File: src/rtl/clk_div_bank.sv
// Bank of NCH independent integer clock dividers with 50%-duty (odd: high-biased)
// outputs, per-period ticks and divisor reloads applied only at period boundaries.
module clk_div_bank #(
  parameter int NCH         = 2,
  parameter int WIDTH       = 8,
  parameter int DEFAULT_DIV = 4
) (
  input  logic                 clk,
  input  logic                 rst_n,
  input  logic                 en,
  input  logic                 sync,
  input  logic [NCH-1:0]       load,
  input  logic [NCH*WIDTH-1:0] div_in,
  output logic [NCH-1:0]       clk_out,
  output logic [NCH-1:0]       tick,
  output logic [NCH-1:0]       pend,
  output logic [NCH-1:0]       load_err
);

  localparam logic [WIDTH-1:0] DEF_DIV = WIDTH'(DEFAULT_DIV);
  localparam logic [WIDTH-1:0] MIN_DIV = WIDTH'(2);

  for (genvar i = 0; i < NCH; i++) begin : g_ch
    logic [WIDTH-1:0] cnt, div, pdiv;
    logic [WIDTH-1:0] cnt_nx, div_nx, pdiv_nx;
    logic [WIDTH-1:0] slice;
    logic             pend_q, pend_nx;
    logic             clk_q, clk_nx;
    logic             last_q, last_nx;
    logic             err_q, err_nx;
    logic             valid, wrap;

    assign slice = div_in[i*WIDTH +: WIDTH];
    assign valid = load[i] && (slice >= MIN_DIV);
    assign wrap  = en && !sync && (cnt == div - WIDTH'(1));

    // Sync and the natural wrap share one boundary path: a same-cycle load beats
    // an older pending divisor, and the pending flag never survives a boundary.
    always_comb begin
      cnt_nx  = cnt;
      div_nx  = div;
      pdiv_nx = pdiv;
      pend_nx = pend_q;
      if (sync || wrap) begin
        cnt_nx = '0;
        if (valid) begin
          div_nx = slice;
        end else if (pend_q) begin
          div_nx = pdiv;
        end
        pdiv_nx = div_nx;
        pend_nx = 1'b0;
      end else begin
        if (en) begin
          cnt_nx = cnt + WIDTH'(1);
        end
        if (valid) begin
          pdiv_nx = slice;
          pend_nx = 1'b1;
        end
      end
      // Output flags are precomputed from the next state so they leave flops directly.
      clk_nx  = (cnt_nx >= (div_nx >> 1));
      last_nx = (cnt_nx == div_nx - WIDTH'(1));
      err_nx  = load[i] && (slice < MIN_DIV);
    end

    always_ff @(posedge clk) begin
      if (!rst_n) begin
        cnt    <= '0;
        div    <= DEF_DIV;
        pdiv   <= DEF_DIV;
        pend_q <= 1'b0;
        clk_q  <= 1'b0;
        last_q <= 1'b0;
        err_q  <= 1'b0;
      end else begin
        cnt    <= cnt_nx;
        div    <= div_nx;
        pdiv   <= pdiv_nx;
        pend_q <= pend_nx;
        clk_q  <= clk_nx;
        last_q <= last_nx;
        err_q  <= err_nx;
      end
    end

    // Tick is qualified by the live enable and suppressed on a sync cycle.
    assign tick[i]     = last_q && en && !sync;
    assign clk_out[i]  = clk_q;
    assign pend[i]     = pend_q;
    assign load_err[i] = err_q;
  end

endmodule

File: config.mk
export PLATFORM = sky130hd
export DESIGN_NAME = clk_div_bank
export DESIGN_NICKNAME = d
export VERILOG_FILES = /design/src/rtl/clk_div_bank.sv
export SDC_FILE = /design/constraint.sdc
export NUM_CORES = 1
export LEC_CHECK = 0
export BUFFER_PORTS_ARGS = -buffer_cell sky130_fd_sc_hd__buf_2
export CAP_MARGIN = 15
export CORE_MARGIN = 2
export CORE_UTILIZATION = 60
export CTS_CLUSTER_DIAMETER = 100
export DETAILED_ROUTE_END_ITERATION = 12
export GPL_TIMING_DRIVEN = 0
export PLACE_DENSITY = 0.88
export SYNTH_ARGS = -nofsm -noshare
export SYNTH_HDL_FRONTEND = slang
export SYNTH_SLANG_ARGS = --single-unit
File: constraint.sdc
create_clock -name clk -period 6.75 [get_ports clk]
set_clock_uncertainty 0.1 [all_clocks]
set_input_delay 1.35 -clock clk [delete_from_list [all_inputs] [get_ports clk]]
set_output_delay 1.35 -clock clk [all_outputs]
set_load 0.01 [all_outputs]
==> impl_metrics.env <==
export IMPL_whs_ps=414
export IMPL_synth_edf_count=0
export IMPL_cts_made_buffers=5
export IMPL_criticalPathCategory="input pin to flip-flop"
export IMPL_start_util=0.631
export IMPL_crit_path_max_incr_delay_ps=560
export IMPL_status="complete, no violations"
export IMPL_core_um2=6420
export IMPL_hp_class="flip-flop to flip-flop"
export IMPL_p_int_w=0.000518
export IMPL_hold_violations=0
export IMPL_layout_drive_gt1_share=0.138
export IMPL_pwr_share_seq=0.468
export IMPL_cp_slowest_cell="or4_1"
export IMPL_routed_wirelength_um=10500
export IMPL_fin_util=0.683
export IMPL_final_max_slew_viol_count=0
export IMPL_synth_xor_area_frac=0.0948
export IMPL_fin_tns_setup_ps=0
export IMPL_cts_root_buf="clkbuf_8"
export IMPL_synth_adder_area_share=0.0618
export IMPL_max_cap_viol_count=0
export IMPL_min_period_over_period=0.714
export IMPL_die_h_um=86.2
export IMPL_gp_congestion=0.914
export IMPL_synth_area_per_cell_um2=8.09
export IMPL_cts_resized_gates=0
export IMPL_num_antenna_cells=0
export IMPL_cts_tree="yes"
export IMPL_max_slew_margin_rel=0.260
export IMPL_yosysTopAreaCellShare=0.277
export IMPL_grt_max_degree=17
export IMPL_track_usage=0.285
export IMPL_insertion_delay_ps=320
export IMPL_timing_fmax_ghz=0.208
export IMPL_startpoint_type="input pin"
export IMPL_power_per_cell_area_nw_per_um2=176
export IMPL_gr_total_overflow=0
export IMPL_synthMostInstantiatedCell="nor2_1"
export IMPL_ys_flop_type="dfxtp_1"
export IMPL_p_comb_frac=0.277
export IMPL_cp_data_arrival_time_ps=4900
export IMPL_fin_area_um2=4390
export IMPL_setup_viol_count_final=0
export IMPL_cp_common_cell="a21o_1"
export IMPL_ant_nets=0
export IMPL_grt_use_met1=0.355
export IMPL_ys_warn_count=0
export IMPL_worstMarginPinSlew_ps=1100
export IMPL_synth_nets=543
export IMPL_cp_cell_sequence="buf_2 -> or4_1 -> o21ai_0 -> clkbuf_1 -> nand3_1 -> nand2_1 -> and3_1 -> a21o_1 -> ha_1 -> nand2b_1 -> a21o_1 -> a21o_1 -> a21oi_1 -> nor2b_1 -> o21ai_0 -> nand2b_1 -> a21oi_1 -> o22ai_1"
export IMPL_finalNetCount=579
export IMPL_crit_required_ps=6830
export IMPL_p_sw_frac=0.329
export IMPL_ctsHoldBuffers=0
export IMPL_cts_sinks=56
export IMPL_die_w_um=86.2
export IMPL_htree_levels=2
export IMPL_area_growth_pct=8.28
export IMPL_place_area_um2=4290
export IMPL_path_max_fanout=10
export IMPL_synth_top_family_by_area="simple AND/OR/NAND/NOR gates"
export IMPL_use_met2=0.488
export IMPL_std_cell_rows=29
export IMPL_vias=3834
export IMPL_io_buffers=29
export IMPL_syn_inst=501
export IMPL_max_vdd_ir_drop_mv=0.181
export IMPL_grtUsageMet3=0.0400
export IMPL_synth_seq_area_share=0.277
export IMPL_grt_pass1_wl_um=17000
export IMPL_drcViolationCount=0
export IMPL_synth_distinct_cells=71
export IMPL_top_usage_layer="met2"
export IMPL_synthMuxAreaShare=0.0531
export IMPL_wl_per_cell_um=17.1
export IMPL_ys_async_sr_fraction=0
export IMPL_critPathCaptureType="flip-flop"
export IMPL_cts_path_max_buffers=2
export IMPL_first_pass_iters=5
export IMPL_synth_area_leaders="dfxtp_1 (28%), nor2_1 (6.7%), ha_1 (6.2%), xnor2_1 (4.8%), xor2_1 (4.3%)"
export IMPL_viasPerCell=6.23
export IMPL_clk_pin_slew_ps=100
export IMPL_synth_top_area_cell="dfxtp_1"
export IMPL_antenna_found_initial=0
export IMPL_io_pins=30
export IMPL_die_area_um2=7430
export IMPL_power_net_switching_w=0.000254
export IMPL_synthSimpleGateAreaFrac=0.245
export IMPL_syn_cell_area_um2=4050
export IMPL_grt_pass1_vias=3593
export IMPL_post_cts_setup_buffers=0
export IMPL_p_clk_frac=0.255
export IMPL_dp_hpwl_um=7920
export IMPL_synth_compound_area_frac=0.219
export IMPL_ys_top_cells_by_count="nor2_1 (72), dfxtp_1 (56), a21oi_1 (33), nand2_1 (29)"
export IMPL_fin_crit_ps=4820
export IMPL_synth_seq_cells=56
export IMPL_drtIter0Drc=221
export IMPL_leakage_nw=1.81
export IMPL_grt_setup_unrepaired="no"
-- area by class of cell --
type / instances / area (um2)
timing repair buffer: 29 / 145
fill: 545 / 2040
buffer: 29 / 140
clock buffer: 7 / 86.3
sequential: 56 / 1120
tap: 77 / 96.3
clock inverter: 1 / 7.51
inverter: 17 / 63.8
multi-input combinational: 399 / 2730
-- cell usage in the layout, fill, tap and decap left out, types with 19 or more instances in the layout --
cell / instances
nor2_1: 72
xnor2_1: 22
buf_2: 33
o21ai_0: 22
dfxtp_1: 56
a21oi_1: 33
clkbuf_1: 19
nand2_1: 29
ha_1: 20
xor2_1: 20
-- per-stage QoR --
step,setup WS [ps],std cells,total power (W)
CTS,2000,615,0.000770
global placement,1720,607,0.000569
floorplan,2370,501,0.000521
finish,1930,615,0.000772
detailed placement,1690,607,0.000577
global route,1690,615,0.000811
-- registers in the layout, indices dropped and copies added (netlist names) --
signal	flops
g_ch.div	16
g_ch.pend_q	2
g_ch.last_q	2
g_ch.clk_q	2
g_ch.pdiv	16
g_ch.cnt	16
g_ch.err_q	2
-- logic make-up after synthesis --
| group | Yosys count |
|---|---|
| flops | 56 |
| mux | 20 |
| fa+ha+maj | 20 |
| buf+inv | 46 |
| compound gates | 122 |
| xor+xnor | 43 |
| simple gates | 194 |
-- path summary, 6_finish.rpt --
kind | startpoint | endpoint | slack, ps | depth (start not counted)
setup reg to reg | g_ch[1].div[3]$_SDFF_PN0_ | g_ch[1].clk_q$_SDFF_PN0_ | 2200 | 18
hold / removal | g_ch[0].pdiv[0]$_SDFFE_PN0P_ | g_ch[0].pdiv[0]$_SDFFE_PN0P_ | 410 | 2
hold reg to reg | g_ch[0].pdiv[0]$_SDFFE_PN0P_ | g_ch[0].pdiv[0]$_SDFFE_PN0P_ | 410 | 2
setup / recovery | div_in[6] | g_ch[0].clk_q$_SDFF_PN0_ | 1930 | 18
-- power by group through the flow --
stage          sequential (W)  clock (W)  combinational [W]
5_1_grt              0.000362   0.000215           0.000234
2_1_floorplan        0.000362          0           0.000159
6_report             0.000361   0.000197           0.000214
3_5_place_dp         0.000368          0           0.000210
4_1_cts              0.000360   0.000199           0.000211
3_3_place_gp         0.000367          0           0.000202
-- metal layers --
metal  vias up  routed length [um]
met3        39                 566
met4         0                 378
li1       1865                   -
met1      1777                4360
met2       153                5190
met5         -                   0
-- worst max-delay path, delay by kind of cell --
kind	cells	cell delay, ps
adders and majority gates	1	240
buffers and inverters	2	510
AOI/OAI and AO/OA	8	1510
and+or+nand+nor	7	1290
Note: power is estimated with default switching activity, not from simulation.
